`config.mk`:
```
export PLATFORM = sky130hd
export DESIGN_NAME = param_bank
export DESIGN_NICKNAME = d
export VERILOG_FILES = /design/src/rtl/param_bank_pkg.sv /design/src/rtl/param_bank_sat_add.sv /design/src/rtl/param_bank.sv
export SDC_FILE = /design/constraint.sdc
export NUM_CORES = 1
export LEC_CHECK = 0
export CORE_UTILIZATION = 40
export DETAILED_ROUTE_END_ITERATION = 8
export GPL_TIMING_DRIVEN = 0
export HOLD_SLACK_MARGIN = 0.03
export PLACE_DENSITY_LB_ADDON = 0.2
export SYNTH_ARGS = -nofsm -noshare
export SYNTH_HDL_FRONTEND = slang
export SYNTH_SLANG_ARGS = --single-unit
```
`constraint.sdc`:
```
create_clock -name clk -period 4.89 [get_ports clk]
set_clock_uncertainty 0.1 [all_clocks]
set_input_delay 0.7335 -clock clk [delete_from_list [all_inputs] [get_ports clk]]
set_output_delay 0.7335 -clock clk [all_outputs]
set_load 0.005 [all_outputs]
```
`src/rtl/param_bank_pkg.sv`:
```
// rtl/param_bank_pkg.sv - shared FSM encoding and default geometry for param_bank
package param_bank_pkg;

  typedef enum logic {
    ST_IDLE = 1'b0,
    ST_INIT = 1'b1
  } state_t;

  localparam int DEF_WIDTH = 16;
  localparam int DEF_FRAC  = 12;
  localparam int DEF_DEPTH = 4;

  // -1.0 in Q4.12
  localparam logic [DEF_WIDTH-1:0] DEF_INIT_VAL = 16'hF000;

endpackage

```
`src/rtl/param_bank_sat_add.sv`:
```
// rtl/param_bank_sat_add.sv - signed adder; saturates with PARAM_BANK_SAT_EN, wraps otherwise
module sat_add
  import param_bank_pkg::*;
#(
  parameter int WIDTH = DEF_WIDTH
) (
  input  logic [WIDTH-1:0] i_a,
  input  logic [WIDTH-1:0] i_b,
  output logic [WIDTH-1:0] o_sum,
  output logic             o_ovf
);

  logic [WIDTH:0] w_sum;

  // One guard bit: overflow iff the guard and the result sign disagree
  assign w_sum = {i_a[WIDTH-1], i_a} + {i_b[WIDTH-1], i_b};
  assign o_ovf = w_sum[WIDTH] ^ w_sum[WIDTH-1];

`ifdef PARAM_BANK_SAT_EN
  always_comb begin
    o_sum = w_sum[WIDTH-1:0];
    if (o_ovf) begin
      o_sum = w_sum[WIDTH] ? {1'b1, {(WIDTH-1){1'b0}}} : {1'b0, {(WIDTH-1){1'b1}}};
    end
  end
`else
  assign o_sum = w_sum[WIDTH-1:0];
`endif

endmodule

```
`src/rtl/param_bank.sv`:
```
// rtl/param_bank.sv - signed parameter store with init sweep and delta updates; PARAM_BANK_SAT_EN selects saturation
module param_bank
  import param_bank_pkg::*;
#(
  parameter int               WIDTH    = DEF_WIDTH,
  parameter int               FRAC     = DEF_FRAC,
  parameter int               DEPTH    = DEF_DEPTH,
  parameter logic [WIDTH-1:0] INIT_VAL = DEF_INIT_VAL
) (
  input  logic                       clk,
  input  logic                       reset,
  input  logic                       init_start,
  input  logic                       upd_valid,
  output logic                       upd_ready,
  input  logic [$clog2(DEPTH)-1:0]   upd_addr,
  input  logic [WIDTH-1:0]           upd_delta,
  input  logic [$clog2(DEPTH)-1:0]   rd_addr,
  output logic [WIDTH-1:0]           rd_data,
  output logic [DEPTH*WIDTH-1:0]     params_flat,
  output logic                       busy,
  output logic                       sat_flag
);

  localparam int AW = $clog2(DEPTH);
  localparam logic [AW-1:0] LAST_IDX = AW'(DEPTH - 1);
  localparam int unused_frac = FRAC;

  state_t           r_state;
  logic [AW-1:0]    r_idx;
  logic [WIDTH-1:0] r_entries [DEPTH];
  logic [WIDTH-1:0] r_rd_data;

  logic [WIDTH-1:0] w_sum;
  logic             w_ovf;
  logic             w_upd_acc;

  assign upd_ready = (r_state == ST_IDLE) && !init_start;
  assign w_upd_acc = upd_valid && upd_ready;
  assign busy      = (r_state == ST_INIT);
  assign rd_data   = r_rd_data;

  for (genvar g = 0; g < DEPTH; g++) begin : g_flat
    assign params_flat[g*WIDTH +: WIDTH] = r_entries[g];
  end

  sat_add #(
    .WIDTH (WIDTH)
  ) u_sat_add (
    .i_a   (r_entries[upd_addr]),
    .i_b   (upd_delta),
    .o_sum (w_sum),
    .o_ovf (w_ovf)
  );

  always_ff @(posedge clk) begin
    if (!reset) begin
      r_state   <= ST_IDLE;
      r_idx     <= '0;
      r_rd_data <= '0;
      for (int i = 0; i < DEPTH; i++) begin
        r_entries[i] <= '0;
      end
    end else begin
      r_rd_data <= r_entries[rd_addr];
      case (r_state)
        ST_IDLE: begin
          if (init_start) begin
            r_state <= ST_INIT;
            r_idx   <= '0;
          end else if (w_upd_acc) begin
            r_entries[upd_addr] <= w_sum;
          end
        end
        ST_INIT: begin
          // A repeated request rewinds the sweep without writing this cycle
          if (init_start) begin
            r_idx <= '0;
          end else begin
            r_entries[r_idx] <= INIT_VAL;
            r_idx            <= r_idx + 1'b1;
            if (r_idx == LAST_IDX) begin
              r_state <= ST_IDLE;
              r_idx   <= '0;
            end
          end
        end
        default: begin
          r_state <= ST_IDLE;
          r_idx   <= '0;
        end
      endcase
    end
  end

`ifdef PARAM_BANK_SAT_EN
  logic r_sat_flag;

  always_ff @(posedge clk) begin
    if (!reset) begin
      r_sat_flag <= 1'b0;
    end else if (init_start) begin
      r_sat_flag <= 1'b0;
    end else if (w_upd_acc && w_ovf) begin
      r_sat_flag <= 1'b1;
    end
  end

  assign sat_flag = r_sat_flag;
`else
  logic w_unused_ovf;
  assign w_unused_ovf = w_ovf;
  assign sat_flag     = 1'b0;
`endif

endmodule

```
Word-level counts from Yosys, hierarchy flattened
Memory sizes are Yosys's and may differ from the RTL's. A register that Yosys moved wholly into a read port is not among the register bits.
Index checks and enable logic that the tools add are counted.
Operators by class
  add/subtract/negate cells: 2
  equality and inequality tests: 2
  multiplexer cells: 24
  bitwise logic cells: 1
  reductions and logical operators: 6
Operators by type and width (count)
  16-bit 2-to-1 mux: 2
  16-bit OR reduction: 2
  16-bit adder: 1
  1-bit 2-to-1 mux: 15
  2-bit 2-to-1 mux: 5
  2-bit case mux with 2 select lines: 1
  2-bit by 1-bit adder with 2-bit output (second input constant): 1
  2-bit == test (second input constant): 1
  1-bit logical AND: 2
  1-bit logical NOT: 2
  2-bit != test (second input constant): 1
  1-bit case mux with 2 select lines: 1
  1-bit NOT: 1
Word-level totals
  flip-flop bits (word level): 3
  bits in writable memories: 64
  output and inout port bits: 83
  memories: 1
Memories
  r_entries: words 4, width 16, rd ports 6, clocked after memory_dff 1, wr ports 4, RTL line param_bank.sv:30  | logic [WIDTH-1:0] r_entries [DEPTH];

Depth between registers and ports, before layout
Gate-level depths: netlist of run 1.
  depth after elaboration: 11
  depth in mapped cells: 11
  gate-level depth less buffers: 9

Hierarchy
A second synthesis of run 1 with hierarchy kept.
Second synthesis, totals
  cell total of the unflattened synthesis: 362
  area, all modules: 4616.9 µm²
By module, submodules not included
  param_bank: times used 1, cells an instance 263, area an instance 3872.5 µm², sequential area each 2302.2 µm²
  sat_add: times used 1, cells an instance 99, area an instance 744.5 µm², sequential area each 0.0 µm²

Worst setup path after synthesis of run 1
No wires, ideal clock.
  kind: in2reg
  start point: input upd_addr[0]
  end point: memory r_entries[1][14] (netlist name), data pin
  library setup time: 0.266 ns
  arrival time: 3.272 ns
  data required time: 4.524 ns
  slack: 1.252 ns
  cell stages on the path: 11
  path through: buf_2 buf_2 mux4_2 ha_1 clkbuf_1 a211oi_1 o21ai_0 o211a_1 o311a_1 nor3_2 nor2_1
RTL lines
  start, declared: RTL line param_bank.sv:15  | input logic [$clog2(DEPTH)-1:0] upd_addr,
  end, declared: RTL line param_bank.sv:30

==> impl_metrics.py, run 1 <==
metrics = {
    "outcome": {
        "status": "finished, final reports clean",
    },
    "route": {
        "wl_met3_um": 848,
        "wirelength_mm": 11.9,
        "num_vias": 3387,
        "met1_length_mm": 5.15,
        "drt-initial-drc-count": 214,
        "wl_met2_mm": 5.73,
        "route.detailed.drc": 0,
        "firstDrtPassIters": 4,
        "viasPerCell": 5.43,
        "ant_nets": 0,
        "dr.max_layer_used": "met4",
        "routedWlPerCell_um": 19.1,
    },
    "clock_tree": {
        "clk_path_buf_depth": 2,
        "cts_resized": 0,
        "clkLatencyLatePin_ns": 0.35,
        "cts_setup_buffers": 0,
        "cts.sinks": 83,
        "htree_levels": 3,
        "clkTransAtPathRegs_ns": 0.08,
        "postCtsHoldBufs": 0,
        "cts_buffers": 9,
        "cts_tree": "done",
        "root_buffer": "clkbuf_8",
    },
    "synthesis": {
        "synth.cell_area_mm2": 0.00449,
        "synth-seq-cells": 83,
        "synth_top_area_cell": "edfxtp_1",
        "synth_top_area_share_pct": 42.8,
        "netlist_top_cells_area": "edfxtp_1 43%, mux4_2 16%, dfxtp_1 8.5%",
        "syn_nets": 407,
        "synth_ff_type": "edfxtp_1",
        "synth_cells": 366,
        "synth_enable_flop_cells": 64,
        "async_flop_share_pct": 0,
        "postSynthAreaPerCell_um2": 12.3,
        "yosysSeqAreaShare_pct": 51.3,
        "synth.lib_cells_used.distinct": 47,
        "yosysWarnings": 0,
    },
    "floorplan": {
        "fp.dieW_um": 108,
        "initial_core_util_pct": 41.2,
        "coreArea_mm2": 0.0109,
        "die_area_mm2": 0.0117,
        "row_count": 38,
        "io-pin-count": 107,
        "die_y_um": 108,
    },
    "global_routing": {
        "grt_use_total_pct": 21.4,
        "grt_pass1_wl_mm": 18.0,
        "antenna_found_initial": 1,
        "grt.overflow.total": 0,
        "grt_pass1_vias": 3258,
        "grt_start_max_net_pins": 17,
    },
    "timing": {
        "min_period_ns": 3.74,
        "max_freq_mhz": 268,
        "worst_slack_ns": 1.15,
        "hold_violations": 0,
        "relSlewSlack_pct": 40.1,
        "worst_pin_slew_ns": 0.896,
        "fin_crit_sh_pct": 76.4,
        "rsz0062_at_grt": "false",
        "finalSetupTns_ns": 0,
        "final_max_slew_viol_count": 0,
        "finalSetupViolations": 0,
    },
    "worst_setup_path": {
        "worst_setup_path_end_kind": "flop",
        "startpoint_type": "input port",
        "cp.arrival_ns": 3.72,
        "required_ns": 4.87,
        "crit_fanout": 10,
        "critical_path_class": "in -> reg",
        "cp-startpoint": "upd_addr[0]",
        "worstReg2RegStart": "r_entries[2][0]",
    },
    "hold_path": {
        "hp-class": "reg -> reg",
        "min_from": "r_idx[0]",
    },
    "place": {
        "place_inst": 608,
        "pre_cts_slack_ns": 0.759,
        "placement.io_buffers": 101,
        "placed_area_mm2": 0.00571,
        "place_hpwl_mm": 8.72,
        "gp_congestion": 0.858,
    },
    "finish": {
        "final_area_mm2": 0.00593,
        "drive_gt1_share_pct": 13.4,
        "areaGrowthSynthToFinish_pct": 32.1,
        "insertedDiodeCount": 0,
        "mostFrequentLayoutCells": "101 x clkdlybuf4s50_1, 64 x edfxtp_1, 63 x nor2_1",
        "final_common_cell": "clkdlybuf4s50_1",
        "fin_cells": 624,
        "finalNetCount": 520,
    },
    "pwr": {
        "leakage_nw": 2.23,
        "power_w": 0.00176,
        "ir_drop_mv": 0.150,
        "cellPowerDensity_mw_per_mm2": 297,
    },
    "job": {
        "cap_violations": 0,
    },
}
-- Yosys cell counts, drive strengths merged, types with 3 or more instances --
library cell,count
a21o,4
nor2b,4
inv,16
o21bai,4
and2,16
mux4,32
clkbuf,10
edfxtp,64
nand3,3
nand4,3
nor3,6
nor2,67
a211oi,5
a21oi,14
o21a,6
ha,16
o21ai,10
dfxtp,19
or2,3
xnor2,5
buf,8
nand2b,6
nand2,16
xor2,4
-- power by group --
part	total, W	internal, W	switching, W
sequential	0.000827	0.000801	0.0000255
clock	0.000561	0.000302	0.000259
combinational	0.000372	0.000189	0.000183
total	0.00176	0.00129	0.000467
-- per-layer routing --
layer	GRT usage, %	up-vias
met4	7.14	0
met2	34.3	130
met5	0	-
met3	3.07	13
met1	29.8	1660
li1	-	1584
-- worst max-delay path: stages --
cell and delay (ns):
buf_2 0.28, buf_2 0.43, mux4_2 0.58, ha_1 0.28
clkbuf_1 0.18, a211oi_1 0.22, o21ai_0 0.15, o211a_1 0.17
o311a_1 0.31, nor3_2 0.28, nor2_1 0.09
-- flip-flops by register name (all words and copies together) (netlist names) --
register / flops
rd_data: 16
r_idx: 2
r_entries: 64
busy: 1
-- path summary, 6_finish.rpt --
kind                                          to  slack [ns]  cells past startpoint
worst max register to register  r_entries[1][14]        1.51                      9
worst min-delay path                    r_idx[0]        0.45                      2
worst min register to register          r_idx[0]        0.45                      2
worst max-delay path            r_entries[1][14]        1.15                     11
-- kinds of logic after synthesis --
| logic type | after synthesis | synth area share (%) |
|---|---|---|
| XOR/XNOR | 9 | 1.76 |
| AO/OA/AOI/OAI | 55 | 8.22 |
| multiplexers | 33 | 16.3 |
| AND/OR/NAND/NOR | 134 | 14.4 |
| adder cells (fa/ha/maj) | 17 | 4.90 |
| flip-flops | 83 | 51.3 |
| buffers and inverters | 34 | 3.12 |
| other | 1 | 0.0835 |
-- metrics by stage --
step           util, %  hold WS [ns]
4_1_cts           54.5         0.443
6_report          54.5         0.453
3_3_place_gp      52.1         0.376
2_1_floorplan        -         0.362
3_5_place_dp      52.4         0.427
5_1_grt           54.5         0.480
-- layout make-up --
class | count | area, µm²
clock inverter | 6 | 87.6
buffer | 18 | 80.1
fill | 932 | 4960
multi-input combinational | 249 | 2050
clock buffer | 10 | 138
timing repair buffer | 102 | 1040
inverter | 16 | 60.1
sequential | 83 | 2300
tap | 140 | 175
Note: power is estimated with default switching activity, not from simulation.
==> inputs of run 2 (changes only) <==
==> constraint.sdc (replaced) <==
create_clock -name clk -period 3.8 [get_ports clk]
set_clock_uncertainty 0.1 [all_clocks]
set_input_delay 0.57 -clock clk [delete_from_list [all_inputs] [get_ports clk]]
set_output_delay 0.57 -clock clk [all_outputs]
set_load 0.005 [all_outputs]
==> results of run 2 <==
Same layout as run 1 (identical final DEF). Status: finished, final reports clean.
Among the figures that moved: setup slack after placement 0.759 ns -> -0.167 ns; setup slack after layout 1.15 ns -> 0.228 ns; register-to-register setup slack 1.51 ns -> 0.42 ns; total power 0.00176 W -> 0.00226 W; worst IR drop on VDD 0.150 mV -> 0.193 mV
==> inputs of run 3 (changes only) <==
--- a/config.mk
+++ b/config.mk
@@ -5,11 +5,13 @@
 export SDC_FILE = /design/constraint.sdc
 export NUM_CORES = 1
 export LEC_CHECK = 0
-export CORE_UTILIZATION = 40
+export CORE_UTILIZATION = 28
 export DETAILED_ROUTE_END_ITERATION = 8
 export GPL_TIMING_DRIVEN = 0
 export HOLD_SLACK_MARGIN = 0.03
 export PLACE_DENSITY_LB_ADDON = 0.2
+export SETUP_SLACK_MARGIN = 0.15
+export SLEW_MARGIN = 10
 export SYNTH_ARGS = -nofsm -noshare
 export SYNTH_HDL_FRONTEND = slang
 export SYNTH_SLANG_ARGS = --single-unit
==> run 3 against run 2 <==
Total power increased by 15%. Fmax is 4.3% higher. Highest routed layer unchanged. First-iteration DRC count up 25%. Worst setup slack improved by 0.15 ns. Largest power group unchanged. Sequential cell count did not move. Largest cell class unchanged. Global-route usage is 4.9 points lower. Combinational power is 0.8% higher. Clock power up 46%.
==> impl_metrics.py, run 3 (synthesis gave the netlist of run 1 again) <==
metrics = {
    "hold_path": {
        "min_path_cells": 2,
        "hp-class": "reg -> reg",
    },
    "timing": {
        "max_freq_mhz": 292,
        "hold_violations": 0,
        "worst_slack_ns": 0.377,
        "hold-worst-slack_ns": 0.399,
        "rsz0062_at_grt": "false",
        "relSlewSlack_pct": 36.7,
        "fin_crit_sh_pct": 90.1,
        "finalSetupTns_ns": 0,
        "final_max_slew_viol_count": 0,
        "finalSetupViolations": 0,
        "min_period_ns": 3.42,
        "worst_pin_slew_ns": 0.947,
    },
    "clock_tree": {
        "postCtsHoldBufs": 0,
        "clk_path_buf_depth": 2,
        "clkLatencyLatePin_ns": 0.34,
        "cts_setup_buffers": 0,
        "cts.sinks": 83,
        "cts_buffers": 9,
        "clkTransAtPathRegs_ns": 0.06,
        "cts_tree": "done",
        "htree_levels": 3,
        "root_buffer": "clkbuf_16",
    },
    "finish": {
        "areaGrowthSynthToFinish_pct": 37.2,
        "mostFrequentLayoutCells": "101 x clkdlybuf4s50_1, 64 x edfxtp_1, 63 x nor2_1",
        "multi_input_area_mm2": 0.00206,
        "finalNetCount": 520,
        "drive_gt1_share_pct": 13.8,
        "fillers": 1523,
        "final_common_cell": "clkdlybuf4s50_1",
        "final_util_pct": 39.9,
        "seq_area_mm2": 0.00230,
        "largest_register_ffs": 64,
        "fin_cells": 696,
        "largest-register": "r_entries",
    },
    "floorplan": {
        "initial_core_util_pct": 29.1,
        "die_area_mm2": 0.0165,
        "fp.dieW_um": 129,
        "coreArea_mm2": 0.0154,
        "io-pin-count": 107,
        "row_count": 45,
        "die_y_um": 129,
    },
    "route": {
        "num_vias": 3363,
        "wl_met2_mm": 6.07,
        "route.detailed.drc": 0,
        "wirelength_mm": 12.9,
        "ant_nets": 0,
        "dr.max_layer_used": "met4",
        "firstDrtPassIters": 4,
        "drt-initial-drc-count": 267,
        "routedWlPerCell_um": 18.6,
        "met1_length_mm": 6.06,
        "wl_met3_um": 690,
        "viasPerCell": 4.83,
    },
    "outcome": {
        "status": "finished, final reports clean",
    },
    "global_routing": {
        "antenna_found_initial": 0,
        "grt_start_max_net_pins": 17,
        "grt_use_total_pct": 16.5,
        "grt_pass1_wl_mm": 19.7,
        "grt_pass1_vias": 3370,
        "grt.overflow.total": 0,
    },
    "worst_setup_path": {
        "crit_fanout": 8,
        "startpoint_type": "input port",
        "worst_setup_path_end_kind": "flop",
        "cp.arrival_ns": 3.39,
        "rr_worst_depth": 9,
        "required_ns": 3.77,
        "critical_path_class": "in -> reg",
    },
    "pwr": {
        "cellPowerDensity_mw_per_mm2": 422,
        "ir_drop_mv": 0.201,
        "leakage_nw": 2.30,
    },
    "place": {
        "place_inst": 679,
        "placement.io_buffers": 101,
        "gp_congestion": 0.830,
        "pre_cts_slack_ns": -0.237,
        "place_hpwl_mm": 9.57,
    },
    "job": {
        "cap_violations": 0,
    },
}
-- run 3: changes by cell type in the layout (fill, tap and decap cells not counted), sizes merged --
| cell | previous run | this run |
|---|---|---|
| diode | 0 | 1 |
| clkbuf | 20 | 21 |
| inv | 17 | 16 |
| clkinvlp | 2 | 0 |
| bufinv | 2 | 4 |
-- run 3: area by class of cell --
type	count	area share [%]
clock inverter	5	2.03
timing repair buffer	102	16.7
clock buffer	11	3.78
sequential	83	37.4
buffer	18	1.42
tap	211	4.29
inverter	16	0.975
antenna	1	0.0406
multi-input combinational	249	33.4
-- run 3: per-layer routing --
| layer | up-vias | global-route usage [%] |
|---|---|---|
| met2 | 100 | 25.3 |
| met3 | 5 | 3.66 |
| met1 | 1664 | 23.6 |
| li1 | 1594 | - |
| met4 | 0 | 4.15 |
| met5 | - | 0 |
-- run 3: critical path, stage by stage --
cell      delay [ns]
buf_2           0.28
mux4_2          0.55
ha_1            0.26
fa_1            0.46
a211oi_2        0.24
o21a_1          0.22
nor3_1          0.09
o311a_1         0.35
nor3_2          0.29
nor2_1          0.08
-- run 3: stage by stage --
stage | total power, W | area, µm²
finish | 0.00260 | 6160
CTS | 0.00263 | 6140
floorplan | 0.00135 | 4490
global placement | 0.00156 | 5770
detailed placement | 0.00157 | 5780
global route | 0.00272 | 6160
-- run 3: repair_timing --
action	4_1_cts	5_1_grt
endpoints found under the setup margin	3	15
resized for setup	1	5
cloned	0	0
-- run 3: worst paths after layout --
kind              slack, ns                to       startpoint
hold reg to reg        0.40          r_idx[0]         r_idx[0]
hold / removal         0.40          r_idx[0]         r_idx[0]
setup reg to reg       0.55  r_entries[0][14]  r_entries[3][0]
setup / recovery       0.38  r_entries[0][14]      upd_addr[0]
-- run 3: where the power goes --
group          switching (W)  internal [W]  leakage, nW
Sequential         0.0000338       0.00103        0.821
Combinational       0.000239      0.000243         1.31
Clock               0.000346      0.000708        0.174
Total               0.000619       0.00198         2.30
